===== src/rtl/game_status_ctrl.sv =====
// Game-state FSM for the board: drives the playing/not-playing LED level,
// tracks lives, applies a post-hit invulnerability window and a game-over hold.
module game_status_ctrl #(
  parameter int LIVES         = 3,
  parameter int LIVES_W       = 4,
  parameter int INVULN_CYCLES = 50_000_000,
  parameter int HOLD_CYCLES   = 100_000_000
) (
  input  logic               clk,
  input  logic               rst,
  input  logic               start,
  input  logic               hit,
  output logic               game_status,
  output logic [LIVES_W-1:0] lives,
  output logic               invuln,
  output logic               game_over_pulse,
  output logic [1:0]         state
);

  localparam int INV_W  = (INVULN_CYCLES > 1) ? $clog2(INVULN_CYCLES) : 1;
  localparam int HOLD_W = (HOLD_CYCLES > 1) ? $clog2(HOLD_CYCLES) : 1;

  typedef enum logic [1:0] {
    S_IDLE = 2'b00,
    S_PLAY = 2'b01,
    S_OVER = 2'b10
  } state_t;

  // start and hit are single-cycle pulses; each is acted on at the edge that samples it.
  state_t              state_q, state_d;
  logic                status_q, status_d;
  logic [LIVES_W-1:0]  lives_q, lives_d;
  logic                invuln_q, invuln_d;
  logic [INV_W-1:0]    inv_cnt_q, inv_cnt_d;
  logic [HOLD_W-1:0]   hold_cnt_q, hold_cnt_d;
  logic                hold_done_q, hold_done_d;
  logic                gop_q, gop_d;

  always_ff @(posedge clk or posedge rst) begin
    if (rst) begin
      state_q     <= S_IDLE;
      status_q    <= 1'b0;
      lives_q     <= LIVES_W'(LIVES);
      invuln_q    <= 1'b0;
      inv_cnt_q   <= '0;
      hold_cnt_q  <= '0;
      hold_done_q <= 1'b0;
      gop_q       <= 1'b0;
    end else begin
      state_q     <= state_d;
      status_q    <= status_d;
      lives_q     <= lives_d;
      invuln_q    <= invuln_d;
      inv_cnt_q   <= inv_cnt_d;
      hold_cnt_q  <= hold_cnt_d;
      hold_done_q <= hold_done_d;
      gop_q       <= gop_d;
    end
  end

  always_comb begin
    state_d     = state_q;
    status_d    = status_q;
    lives_d     = lives_q;
    invuln_d    = invuln_q;
    inv_cnt_d   = inv_cnt_q;
    hold_cnt_d  = hold_cnt_q;
    hold_done_d = hold_done_q;
    gop_d       = 1'b0;
    case (state_q)
      S_IDLE: begin
        if (start) begin
          state_d   = S_PLAY;
          status_d  = 1'b1;
          lives_d   = LIVES_W'(LIVES);
          invuln_d  = 1'b0;
          inv_cnt_d = '0;
        end
      end
      S_PLAY: begin
        // While invulnerable every hit is dropped, including the final counter cycle.
        if (invuln_q) begin
          if (inv_cnt_q == '0) invuln_d = 1'b0;
          else                 inv_cnt_d = inv_cnt_q - 1'b1;
        end else if (hit) begin
          if (lives_q > LIVES_W'(1)) begin
            lives_d   = lives_q - 1'b1;
            invuln_d  = 1'b1;
            inv_cnt_d = INV_W'(INVULN_CYCLES - 1);
          end else begin
            state_d     = S_OVER;
            status_d    = 1'b0;
            lives_d     = '0;
            invuln_d    = 1'b0;
            gop_d       = 1'b1;
            hold_cnt_d  = HOLD_W'(HOLD_CYCLES - 1);
            hold_done_d = 1'b0;
          end
        end
      end
      S_OVER: begin
        if (start && hold_done_q) begin
          state_d     = S_PLAY;
          status_d    = 1'b1;
          lives_d     = LIVES_W'(LIVES);
          invuln_d    = 1'b0;
          inv_cnt_d   = '0;
          hold_done_d = 1'b0;
        end else if (hold_cnt_q == '0) begin
          hold_done_d = 1'b1;
        end else begin
          hold_cnt_d = hold_cnt_q - 1'b1;
        end
      end
      default: begin
        state_d     = S_IDLE;
        status_d    = 1'b0;
        lives_d     = LIVES_W'(LIVES);
        invuln_d    = 1'b0;
        inv_cnt_d   = '0;
        hold_cnt_d  = '0;
        hold_done_d = 1'b0;
      end
    endcase
  end

  assign game_status     = status_q;
  assign lives           = lives_q;
  assign invuln          = invuln_q;
  assign game_over_pulse = gop_q;
  assign state           = state_q;

endmodule


===== config.mk =====
export PLATFORM = sky130hd
export DESIGN_NAME = game_status_ctrl
export DESIGN_NICKNAME = d
export VERILOG_FILES = /design/src/rtl/game_status_ctrl.sv
export SDC_FILE = /design/constraint.sdc
export NUM_CORES = 1
export LEC_CHECK = 0
export BUFFER_PORTS_ARGS = -buffer_cell sky130_fd_sc_hd__buf_2
export CAP_MARGIN = 10
export CORE_UTILIZATION = 65
export CTS_CLUSTER_DIAMETER = 80
export DETAILED_ROUTE_END_ITERATION = 10
export PLACE_DENSITY = 0.83
export SETUP_SLACK_MARGIN = 0.02
export SYNTH_ARGS = -nofsm -noshare
export SYNTH_HDL_FRONTEND = slang
export SYNTH_SLANG_ARGS = --single-unit
export TNS_END_PERCENT = 5

===== constraint.sdc =====
create_clock -name clk -period 6.8 [get_ports clk]
set_input_delay 0.68 -clock clk [delete_from_list [all_inputs] [get_ports clk]]
set_output_delay 0.68 -clock clk [all_outputs]
set_load 0.01 [all_outputs]

==> summary.md, run 1 <==
| Metric | Value |
|---|---|
| Share of the synthesized area in the top cell type | `40.18%` |
| Post-CTS Setup Bufs | `0` |
| Wirelength per Cell | `17.21 um` |
| Area Growth Syn to Fin | `7.543%` |
| Buffers on Ports | `12` |
| H-tree Lvls | `3` |
| Via-per-instance ratio | `6.882` |
| Final Wtd Congestion | `0.8556` |
| Mapped Area | `3799 um2` |
| Vias in the first global route | `3293` |
| Power Total | `2343 uW` |
| Setup_tns | `0 ps` |
| Post-route worst setup slack | `3544 ps` |
| Antenna-violating nets left | `0` |
| Hold_buf cts | `0` |
| CP required | `7050 ps` |
| Syn Nets | `460` |
| Skew final | `10.14 ps` |
| Crit path max fanout | `20` |
| Ys Warns | `0` |
| Primary FF master, synth | `dfrtp_1` |
| F_max | `307.1 MHz` |
| Critical Path AT | `3510 ps` |
| Worst setup EP type | `flop` |
| Final Slew Violations | `0` |
| Filler cells | `408` |
| Die W | `78.45 um` |
| Yosys reg bits | `63` |
| Fin crit period | `3256 ps` |
| CTS tree | `built` |
| Crit path max-delay cell type | `or4_1` |
| Sequential area share after synthesis | `41.57%` |
| First-pass GRT wire length | `15.16 mm` |
| CTS resizes | `0` |
| Dpl cells | `510` |
| Unrepaired setup endpoints after global routing | `no` |
| Rel. slew slack | `20.86%` |
| Post-synth EDFFs | `0` |
| Area leader, netlist | `dfrtp_1` |
| Maxcap violations | `0` |
| CTS Buf Count | `9` |
| Finished Layout Cells | `526` |
| Async set-reset flop share out of synthesis | `100.0%` |
| Clk pin slew, worst setup/hold paths | `70 ps` |
| Root buf cell | `clkbuf_8` |
| Tcrit/Tclk final | `47.89%` |
| Leakage | `0.001760 uW` |
| First-pass DRT Iterations | `5` |
| Setup Slack @ Placement | `3593 ps` |
| WHS Path Cells | `1` |
| Layout cells sized above 1 | `10.57%` |
| Status | `finished, final reports clean` |
| Synth unique cells | `56` |
| CP max stage delay | `630 ps` |
| DR vias | `3620` |
| Post-DP HPWL | `6.031 mm` |
| Fin nets | `461` |
| Max rail drop VDD | `0.3300 mV` |
| Startpoint Class | `flop` |
| Leading cell types by total area after synthesis | `dfrtp_1, o21ai_0, a21oi_1` |
| Worst slew pin tran | `1180 ps` |
| Initial Utilization | `68.15%` |
| # setup viols final | `0` |
| Hold Fails Final Rpt | `0` |
| Total wire length | `9.054 mm` |
| Mapped Avg Cell Area | `8.479 um2` |
| Drt drc | `0` |
| Initial antenna violation count | `0` |
| CTS sink cnt | `63` |
| Core Area | `5574 um2` |
| Pwr dens | `573.6 nW/um2` |
| # rows | `27` |
| Initial DRC Count | `360` |
| Total track usage | `31.63%` |
| Die ar. | `6154 um2` |
| Ant. Diodes | `0` |
| Crit path cell chain | `inv_1, ha_1, nor3b_1, nand2_1, or4_1, a31oi_4, o32ai_2, a311oi_2` |
| Reg2Reg Depth | `8` |
| Hold Path Class | `reg -> reg` |
| I/O pin count | `13` |
| Congestion Overflow GR | `0` |
| Die height | `78.45 um` |
| Cells after Synth | `448` |
| Largest net degree at the start of global routing | `64` |
| CP Class | `reg -> reg` |
| CTS Buffer Depth | `2` |
| Worst skew pair latency | `350 ps` |
[layout by cell type, fill, tap and decap left out, types with 3 or more instances in the layout]
| cell | netlist | final |
|---|---|---|
| a21o_1 | 7 | 7 |
| nand2_1 | 38 | 38 |
| or3_1 | 6 | 6 |
| buf_4 | 0 | 3 |
| buf_2 | 1 | 12 |
| dfrtp_1 | 61 | 61 |
| and2_1 | 5 | 5 |
| ha_1 | 8 | 8 |
| a31oi_1 | 24 | 24 |
| o211ai_1 | 3 | 3 |
| a22o_1 | 4 | 4 |
| or4_1 | 10 | 10 |
| a211oi_1 | 3 | 3 |
| nor2_1 | 33 | 33 |
| inv_1 | 20 | 19 |
| o21ai_0 | 62 | 62 |
| or2_2 | 3 | 3 |
| nor3_1 | 19 | 19 |
| nand3_1 | 7 | 7 |
| a21oi_1 | 36 | 36 |
| o21ai_1 | 4 | 4 |
| clkbuf_8 | 0 | 11 |
| nor4_1 | 11 | 11 |
| nand2b_1 | 3 | 3 |
| o31ai_1 | 9 | 9 |
| a311oi_1 | 5 | 5 |
| nand4_1 | 4 | 4 |
[cell type report]
cell class              instances  area (um2)  area share [%]
multi-input cells             339        2023           49.53
flip-flops and latches         63        1579           38.65
clock buffers                  11       151.4           3.706
well taps                      72       90.09           2.205
repair buffers                 15       82.58           2.021
clock inverters                 5       80.08           1.960
inverters                      21       78.83           1.930
[synthesized netlist by cell type (all sizes together), types with 4 or more instances]
cell type / n
nand2: 38
dfrtp: 61
o21ai: 66
and2: 6
nand3: 7
nor3: 19
o31ai: 9
inv: 20
buf: 6
nand4: 4
a22o: 4
nor2: 33
or3: 8
clkbuf: 19
a21o: 7
or4: 10
ha: 8
nor4: 13
a31oi: 25
a311oi: 6
a21oi: 36
[sequential cells by signal (all words and copies together) (netlist names)]
register,count
state,2
hold_done_q,1
hold_cnt_q,27
invuln,1
game_over_pulse,1
inv_cnt_q,26
game_status,1
lives,4
[metal layers]
metal / track usage, % / part of all wire [%]
met2: 52.81 / 48
met5: 0 / 0
met1: 40.44 / 42
met3: 4.419 / 7.1
met4: 15.19 / 2.9
[per-stage QoR]
| stage | instance area, um2 | hold slack (ps) | util (%) |
|---|---|---|---|
| 2_1_floorplan | 3799 | 450.9 | - |
| 3_3_place_gp | 3854 | 474.0 | 69.14 |
| 3_5_place_dp | 3854 | 483.0 | 69.14 |
| 4_1_cts | 4085 | 492.2 | 73.29 |
| 5_1_grt | 4085 | 504.5 | 73.29 |
| 6_report | 4085 | 493.8 | 73.29 |
[where the power goes]
part | internal [uW] | total (uW) | switching, uW | leakage [uW]
Clock | 226 | 378 | 152 | 0.000112
Combinational | 442 | 1310 | 872 | 0.000808
Sequential | 508 | 651 | 143 | 0.000840
[kinds of logic after synthesis]
family | Yosys count | share of synthesized area, %
simple gates | 155 | 21.57
buf+inv | 46 | 5.171
compound gates | 171 | 27.83
flops | 63 | 41.57
xor+xnor | 3 | 0.6918
mux | 2 | 0.5270
fa+ha+maj | 8 | 2.635
[worst max-delay path: cells and delay by family, from the launching register on]
family	cells	cell delay (ps)
flops	1	390
compound gates	3	980
fa+ha+maj	1	180
simple gates	3	1520
buf+inv	1	90
[worst paths after layout]
path / start / endpoint / slack (ps)
worst min-delay path: inv_cnt_q[25]$_DFFE_PP0P_ / inv_cnt_q[25]$_DFFE_PP0P_ / 490
worst max register to register: inv_cnt_q[0]$_DFFE_PP0P_ / inv_cnt_q[21]$_DFFE_PP0P_ / 3540
min in group asynchronous: rst / inv_cnt_q[15]$_DFFE_PP0P_ / 550
worst min register to register: inv_cnt_q[25]$_DFFE_PP0P_ / inv_cnt_q[25]$_DFFE_PP0P_ / 490
max in group asynchronous: rst / inv_cnt_q[5]$_DFFE_PP0P_ / 5720
worst max-delay path: inv_cnt_q[0]$_DFFE_PP0P_ / inv_cnt_q[21]$_DFFE_PP0P_ / 3540
Power figures use the tool's default switching activity.
==> inputs of run 2 (changes only) <==
- ABC_AREA: not set -> 1
- CORE_UTILIZATION: 65 -> 63
- PLACE_DENSITY: 0.83 -> 0.81
- clock period: 6.8 -> 3.3 ns (I/O delays scaled with it)
==> run 2 against run 1 <==
Compared with the run above:
- the run now ends with DRC left
- area after synthesis is 12% higher
- maximum frequency rose by 24%
- worst setup slack worse by 2900 ps
- non-clock buffer count up 1
- largest power group unchanged
==> summary.md, run 2 <==
| Metric | Value |
|---|---|
| Crit path max fanout | `29 (was 20)` |
| # rows | `29 (was 27)` |
| Hold_buf cts | `0 (unchanged)` |
| Simple-Gate Fraction of Synth Area | `39.48% (was 21.57%)` |
| Total wire length | `10.03 mm (was 9.054 mm)` |
| Main combinational cell family by area after synthesis | `simple AND/OR/NAND/NOR gates (was compound AO/OA/AOI/OAI gates)` |
| Layout cells sized above 1 | `9.408% (was 10.57%)` |
| Crit. Startpoint | `state[1]$_DFFE_PP0P_ (was inv_cnt_q[0]$_DFFE_PP0P_)` |
| Most numerous cell in the Yosys netlist | `nand2_1 (was o21ai_0)` |
| Pwr dens | `1061 nW/um2 (was 573.6 nW/um2)` |
| Area Growth Syn to Fin | `7.719% (was 7.543%)` |
| Reg-to-Reg End | `hold_cnt_q[26]$_DFFE_PP0P_ (was inv_cnt_q[21]$_DFFE_PP0P_)` |
| Die W | `84.26 um (was 78.45 um)` |
| Initial DRC Count | `331 (was 360)` |
| First-pass DRT Iterations | `9 (was 5)` |
| Core Area | `6459 um2 (was 5574 um2)` |
| Setup_tns | `0 ps (unchanged)` |
| I/O pin count | `13 (unchanged)` |
| Reg2Reg Depth | `9 (was 8)` |
| Max rail drop VDD | `0.4903 mV (was 0.3300 mV)` |
| Critical Path AT | `2870 ps (was 3510 ps)` |
| CTS tree | `built (unchanged)` |
| Hold Fails Final Rpt | `0 (unchanged)` |
| Ys Warns | `0 (unchanged)` |
| Top cells by count, synth | `nand2_1, nor2_1, inv_1 (was o21ai_0, dfrtp_1, nand2_1)` |
| Post-Synth Adder-Cell Area | `2.348% (was 2.635%)` |
| Dpl cells | `720 (was 510)` |
| Startpoint Class | `flop (unchanged)` |
| Post-Synth XOR/XNOR Area | `2.055% (was 0.6917%)` |
| Congestion Overflow GR | `0 (unchanged)` |
| Leading cell types by total area after synthesis | `dfrtp_1, nand2_1, nor2_1 (was dfrtp_1, o21ai_0, a21oi_1)` |
| Mapped Area | `4263 um2 (was 3799 um2)` |
| Failing checks | `DRC` |
| Drt drc | `4 (was 0)` |
| Final Slew Violations | `0 (unchanged)` |
| CTS Buffer Depth | `2 (unchanged)` |
| Fin crit period | `2624 ps (was 3256 ps)` |
| Async set-reset flop share out of synthesis | `100.0% (unchanged)` |
| Hold Slack | `222.1 ps (was 493.8 ps)` |
| Sequential area share after synthesis | `37.04% (was 41.57%)` |
| Initial antenna violation count | `0 (unchanged)` |
| Worst setup EP type | `flop (unchanged)` |
| Worst slew pin tran | `1011 ps (was 1180 ps)` |
| # setup viols final | `0 (unchanged)` |
| Share of the synthesized area in the top cell type | `35.81% (was 40.18%)` |
| Cells after Synth | `642 (was 448)` |
| Skew final | `9.635 ps (was 10.14 ps)` |
| Ant. Diodes | `0 (unchanged)` |
| Yosys reg bits | `63 (unchanged)` |
| Die ar. | `7100 um2 (was 6154 um2)` |
| Post-DP HPWL | `7.174 mm (was 6.031 mm)` |
| Largest register FFs | `27 (unchanged)` |
| Die height | `84.26 um (was 78.45 um)` |
| H-tree Lvls | `3 (unchanged)` |
| First-pass GRT wire length | `17.51 mm (was 15.16 mm)` |
| Mapped Avg Cell Area | `6.640 um2 (was 8.479 um2)` |
| Root buf cell | `clkbuf_8 (unchanged)` |
| Reg2Reg Launch Point | `state[1]$_DFFE_PP0P_ (was inv_cnt_q[0]$_DFFE_PP0P_)` |
| Primary FF master, synth | `dfrtp_1 (unchanged)` |
| CP Class | `reg -> reg (unchanged)` |
| Vias in the first global route | `3753 (was 3293)` |
| Buffers on Ports | `12 (unchanged)` |
| CTS sink cnt | `63 (unchanged)` |
| Mux cell area share after synthesis | `0% (was 0.5270%)` |
| Commonest non-fill, non-tap cell in the layout | `nand2_1 (was o21ai_0)` |
| DR vias | `4215 (was 3620)` |
| CP endpoint | `hold_cnt_q[26]$_DFFE_PP0P_ (was inv_cnt_q[21]$_DFFE_PP0P_)` |
| Worst skew pair latency | `350 ps (about the same)` |
| Status | `finished with violations (was finished, final reports clean)` |
| Finished Layout Cells | `736 (was 526)` |
| Clk pin slew, worst setup/hold paths | `70 ps (about the same)` |
| Wirelength per Cell | `13.63 um (was 17.21 um)` |
| Rel. slew slack | `32.53% (was 20.86%)` |
| Crit path cell chain | `inv_1, ha_1, inv_1, nor2_1, nor2_4, nand2_2, nor2_1, nand2_1, nand2_1 (was inv_1, ha_1, nor3b_1, nand2_1, or4_1, a31oi_4, o32ai_2, a311oi_2)` |
| Hold Path Class | `in -> async (was reg -> reg)` |
| Crit path max-delay cell type | `ha_1 (was or4_1)` |
| Final design utilization | `71.10% (was 73.29%)` |
| Via-per-instance ratio | `5.727 (was 6.882)` |
| Largest net degree at the start of global routing | `50 (was 64)` |
| Post-synth EDFFs | `0 (unchanged)` |
| Antenna-violating nets left | `0 (unchanged)` |
| Synth Area in Compound Gates | `10.68% (was 27.83%)` |
| Most flop-heavy register | `hold_cnt_q (unchanged)` |
| Tcrit/Tclk final | `79.51% (was 47.89%)` |
| Area leader, netlist | `dfrtp_1 (unchanged)` |
| Maxcap violations | `0 (unchanged)` |
| Setup Slack @ Placement | `725.1 ps (was 3593 ps)` |
| Synth unique cells | `36 (was 56)` |
| Commonest non-fill, non-tap cells in the layout | `nand2_1, nor2_1, inv_1 (was o21ai_0, dfrtp_1, nand2_1)` |
| Initial Utilization | `66.00% (was 68.15%)` |
| Syn Nets | `654 (was 460)` |
| Total track usage | `30.70% (was 31.63%)` |
| CP required | `3540 ps (was 7050 ps)` |
| Fin nets | `666 (was 461)` |
| CTS resizes | `0 (unchanged)` |
| Unrepaired setup endpoints after global routing | `no (unchanged)` |
| Reg2reg setup slack | `680 ps (was 3540 ps)` |
| Post-CTS Setup Bufs | `0 (unchanged)` |
| Post-route worst setup slack | `676.1 ps (was 3544 ps)` |
| Leakage | `0.002449 uW (was 0.001760 uW)` |
| F_max | `381.1 MHz (was 307.1 MHz)` |
| CP max stage delay | `480 ps (was 630 ps)` |
| Final Wtd Congestion | `0.9170 (was 0.8556)` |
| CTS Buf Count | `9 (unchanged)` |
## run 2: cell types whose count changed in the layout (fill, tap and decap cells not counted), moves of 14 or more
cell     before  now
a21oi_1      36   18
a31oi_1      24    1
inv_1        19   63
nand2_1      38  213
nand3_1       7   44
nand4_1       4   18
nor2_1       33   80
o21ai_0      62   47
## run 2: logic make-up (layout without fill, tap and decap cells)
family,after synthesis,in the layout
adder cells (fa/ha/maj),8,8
XOR/XNOR,10,10
flip-flops,63,63
buffers and inverters,83,100
AO/OA/AOI/OAI,85,85
AND/OR/NAND/NOR,393,393
## run 2: stage by stage
stage / cell area (um2) / power, uW
6_report: 4592 / 4873
5_1_grt: 4592 / 5312
4_1_cts: 4592 / 4828
3_5_place_dp: 4347 / 3979
3_3_place_gp: 4347 / 3894
2_1_floorplan: 4263 / 3448
## run 2: worst max-delay path, delay by kind of cell, from the launching register on
family	cells	cell delay (ps)
buffers and inverters	2	460
adder cells (fa/ha/maj)	1	480
flip-flops	1	410
AND/OR/NAND/NOR	6	1150
## run 2: how the worst min path moves through the flow
stage                                   startpoint                         to  slack (ps)  cells past startpoint
after floorplan           inv_cnt_q[0]$_DFFE_PP0P_   inv_cnt_q[0]$_DFFE_PP0P_         450                      2
after global placement     game_status$_DFFE_PP0P_    game_status$_DFFE_PP0P_         450                      2
after detailed placement   game_status$_DFFE_PP0P_    game_status$_DFFE_PP0P_         470                      2
after CTS                                      hit  game_over_pulse$_DFF_PP0_         250                      3
after global routing                           hit  game_over_pulse$_DFF_PP0_         280                      3
final                                          rst   inv_cnt_q[1]$_DFFE_PP0P_         220                      2
## run 2: where the power goes
part / switching, uW / internal (uW) / total [uW]
logic: 1970 / 861 / 2830
clock network: 310 / 519 / 829
registers: 229 / 983 / 1210
total: 2510 / 2360 / 4870
## run 2: per-layer routing
metal / vias up / track usage, % / share of wire [%]
met4: 0 / 12.23 / 1.6
li1: 2082 / - / -
met5: - / 0 / 0
met2: 163 / 46.42 / 43
met1: 1957 / 44.64 / 48
met3: 13 / 4.228 / 6.8
## run 2: layout make-up
type                       instances  area (um2)
tap                               77       96.34
fill                             516        1867
timing repair buffer              16       90.09
clock buffer                      10       137.6
clock inverter                     6       107.6
sequential                        63        1579
inverter                          68       255.2
multi-input combinational        496        2326
==> inputs of run 3 (changes only) <==
- CORE_UTILIZATION: 63 -> 57
- PLACE_DENSITY: 0.81 -> 0.77
- clock period: 3.3 -> 2.34 ns (I/O delays scaled with it)
==> run 3 against run 2 <==
Compared with the run above:
- maximum frequency rose by 27%
- total power rose by 39%
- via count fell by 1.1%
- routed wire length rose by 4.0%
- the flow now finishes without violations
- utilization fell by 6.9 points
- clock power rose by 4.7%
- critical path depth rose by 2
- flip-flop and latch count did not move
- clock skew fell by 1.0 ps
- final cell count rose by 4.1%
- highest routed layer unchanged
- design area rose by 1.4%
- combinational power rose by 51%
==> summary.md, run 3 (synthesis results as in run 2) <==
| Metric | Value |
|---|---|
| Status | `finished, final reports clean (was finished with violations)` |
| Crit path max fanout | `28 (was 29)` |
| Final Slew Violations | `0 (unchanged)` |
| Startpoint Class | `flop (unchanged)` |
| Die ar. | `7829 um2 (was 7100 um2)` |
| Unrepaired setup endpoints after global routing | `no (unchanged)` |
| CTS tree | `built (unchanged)` |
| Initial Utilization | `58.77% (was 66.00%)` |
| Die height | `88.48 um (was 84.26 um)` |
| CP required | `2580 ps (was 3540 ps)` |
| P_sw | `3600 uW (was 2509 uW)` |
| F_max | `484.2 MHz (was 381.1 MHz)` |
| Hold Fails Final Rpt | `0 (unchanged)` |
| CTS sink cnt | `63 (unchanged)` |
| Tcrit/Tclk final | `88.26% (was 79.51%)` |
| Initial DRC Count | `365 (was 331)` |
| I/O pin count | `13 (unchanged)` |
| Drt drc | `0 (was 4)` |
| CTS Buffer Depth | `2 (unchanged)` |
| Vias in the first global route | `3693 (was 3753)` |
| Initial antenna violation count | `0 (unchanged)` |
| Rel. slew slack | `59.36% (was 32.53%)` |
| Post-CTS Setup Bufs | `0 (unchanged)` |
| Final Wtd Congestion | `0.9353 (was 0.9170)` |
| Filler cells | `655 (was 516)` |
| H-tree Lvls | `3 (unchanged)` |
| Layout cells sized above 1 | `10.34% (was 9.408%)` |
| Root buf cell | `clkbuf_8 (unchanged)` |
| Worst slew pin tran | `608.8 ps (was 1011 ps)` |
| Fin crit period | `2065 ps (was 2624 ps)` |
| Clock group share of total power | `12.8% (was 17.0%)` |
| Reg2Reg Launch Point | `inv_cnt_q[0]$_DFFE_PP0P_ (was state[1]$_DFFE_PP0P_)` |
| Switch share | `52.97% (was 51.50%)` |
| Reg power frac | `24.6% (was 24.9%)` |
| Setup_tns | `0 ps (unchanged)` |
| Gate power share | `62.7% (was 58.1%)` |
| Leakage | `0.002475 uW (was 0.002449 uW)` |
| Total track usage | `28.13% (was 30.70%)` |
| CTS Buf Count | `9 (unchanged)` |
| Commonest non-fill, non-tap cells in the layout | `nand2_1, nor2_1, inv_1 (unchanged)` |
| Cell-internal power | `3197 uW (was 2363 uW)` |
| Die W | `88.48 um (was 84.26 um)` |
| WHS Path Cells | `3` |
| Area Growth Syn to Fin | `9.216% (was 7.719%)` |
| Reg2Reg Depth | `11 (was 9)` |
| Largest net degree at the start of global routing | `38 (was 50)` |
| First-pass GRT wire length | `17.11 mm (was 17.51 mm)` |
| Maxcap violations | `0 (unchanged)` |
| Hold Path Sink | `game_over_pulse$_DFF_PP0_` |
| Largest register FFs | `27 (unchanged)` |
| Congestion Overflow GR | `0 (unchanged)` |
| Commonest non-fill, non-tap cell in the layout | `nand2_1 (unchanged)` |
| Setup Slack @ Placement | `180.5 ps (was 725.1 ps)` |
| Wirelength per Cell | `13.62 um (was 13.63 um)` |
| Post-route worst setup slack | `274.7 ps (was 676.1 ps)` |
| Hold Path Class | `in -> reg (was in -> async)` |
| # setup viols final | `0 (unchanged)` |
| Reg-to-Reg End | `inv_cnt_q[7]$_DFFE_PP0P_ (was hold_cnt_q[26]$_DFFE_PP0P_)` |
| Reg2reg setup slack | `270 ps (was 680 ps)` |
| Most flop-heavy register | `hold_cnt_q (unchanged)` |
| Fin nets | `674 (was 666)` |
| Hold_sp | `hit` |
| Skew final | `8.622 ps (was 9.635 ps)` |
| Antenna-violating nets left | `0 (unchanged)` |
| Clk pin slew, worst setup/hold paths | `70 ps (about the same)` |
| Worst setup EP type | `flop (unchanged)` |
| Total wire length | `10.43 mm (was 10.03 mm)` |
| Worst skew pair latency | `350 ps (about the same)` |
| Crit. Startpoint | `inv_cnt_q[0]$_DFFE_PP0P_ (was state[1]$_DFFE_PP0P_)` |
| First-pass DRT Iterations | `5 (was 9)` |
| Max rail drop VDD | `0.6564 mV (was 0.4903 mV)` |
| Buffers on Ports | `12 (unchanged)` |
| Pwr dens | `1460 nW/um2 (was 1061 nW/um2)` |
| DR vias | `4169 (was 4215)` |
| Ant. Diodes | `0 (unchanged)` |
| # rows | `31 (was 29)` |
| Post-DP HPWL | `7.463 mm (was 7.174 mm)` |
| CP Class | `reg -> reg (unchanged)` |
| Via-per-instance ratio | `5.443 (was 5.727)` |
| Core Area | `7253 um2 (was 6459 um2)` |
| Critical Path AT | `2300 ps (was 2870 ps)` |
run 3: cell count changes in the layout (fill, tap and decap cells not counted), sizes merged:
cell | before | now
bufinv | 3 | 0
clkinv | 2 | 4
clkbuf | 10 | 12
dlygate4sd3 | 0 | 1
clkinvlp | 1 | 0
buf | 16 | 23
run 3: worst max-delay path by stage:
stage	endpoint
5_1_grt	hold_cnt_q[19]$_DFFE_PP0P_
3_3_place_gp	inv_cnt_q[8]$_DFFE_PP0P_
2_1_floorplan	hold_cnt_q[17]$_DFFE_PP0P_
3_5_place_dp	hold_cnt_q[2]$_DFFE_PP0P_
4_1_cts	inv_cnt_q[7]$_DFFE_PP0P_
6_report	inv_cnt_q[7]$_DFFE_PP0P_
run 3: timing repair:
item                                    CTS  global route
endpoints found under the hold margin    24             0
endpoints found under the setup margin    0            16
resized for setup                         0             3
hold buffers                              1             0
run 3: critical path, cell delays in order, from the launching register on:
cell and delay, ps:
dfrtp_1 390, inv_1 100, ha_2 280, nand2_2 100
nor2_4 220, nand2_1 100, o21ai_2 160, nand2_1 140
nand2_8 200, inv_2 110, nand2_1 70, o21ai_1 60
run 3: power groups by stage:
stage	sequential, uW	combinational (uW)	clock (uW)
2_1_floorplan	1640	3220	0
3_3_place_gp	1670	4020	0
3_5_place_dp	1680	4140	0
4_1_cts	1660	4170	885
5_1_grt	1710	4800	922
6_report	1670	4260	868
run 3: stage by stage:
stage                     hold WS, ps  utilization [%]  total power [uW]  cell area, um2  instances
after floorplan                 383.2                -              4862            4263        642
after global placement          330.8            61.38              5686            4452        749
after detailed placement        332.2            61.38              5812            4452        749
after CTS                       188.4            63.93              6711            4637        766
after global routing            217.9            64.19              7434            4656        766
final                           207.0            64.19              6796            4656        766
run 3: area by class of cell:
class | instances | area [um2] | area share [%]
tap | 99 | 123.9 | 2.661
clock inverter | 4 | 20.02 | 0.4300
clock buffer | 12 | 155.1 | 3.332
multi-input combinational | 496 | 2345 | 50.36
timing repair buffer | 24 | 177.7 | 3.816
inverter | 68 | 255.2 | 5.482
sequential | 63 | 1579 | 33.92
run 3: layer usage:
| metal | vias up | GRT usage (%) | routed length [um] |
|---|---|---|---|
| li1 | 2110 | - | - |
| met1 | 1904 | 39.84 | 4989 |
| met2 | 141 | 42.94 | 4620 |
| met3 | 14 | 6.623 | 694 |
| met4 | 0 | 8.065 | 127 |
| met5 | - | 0 | 0 |
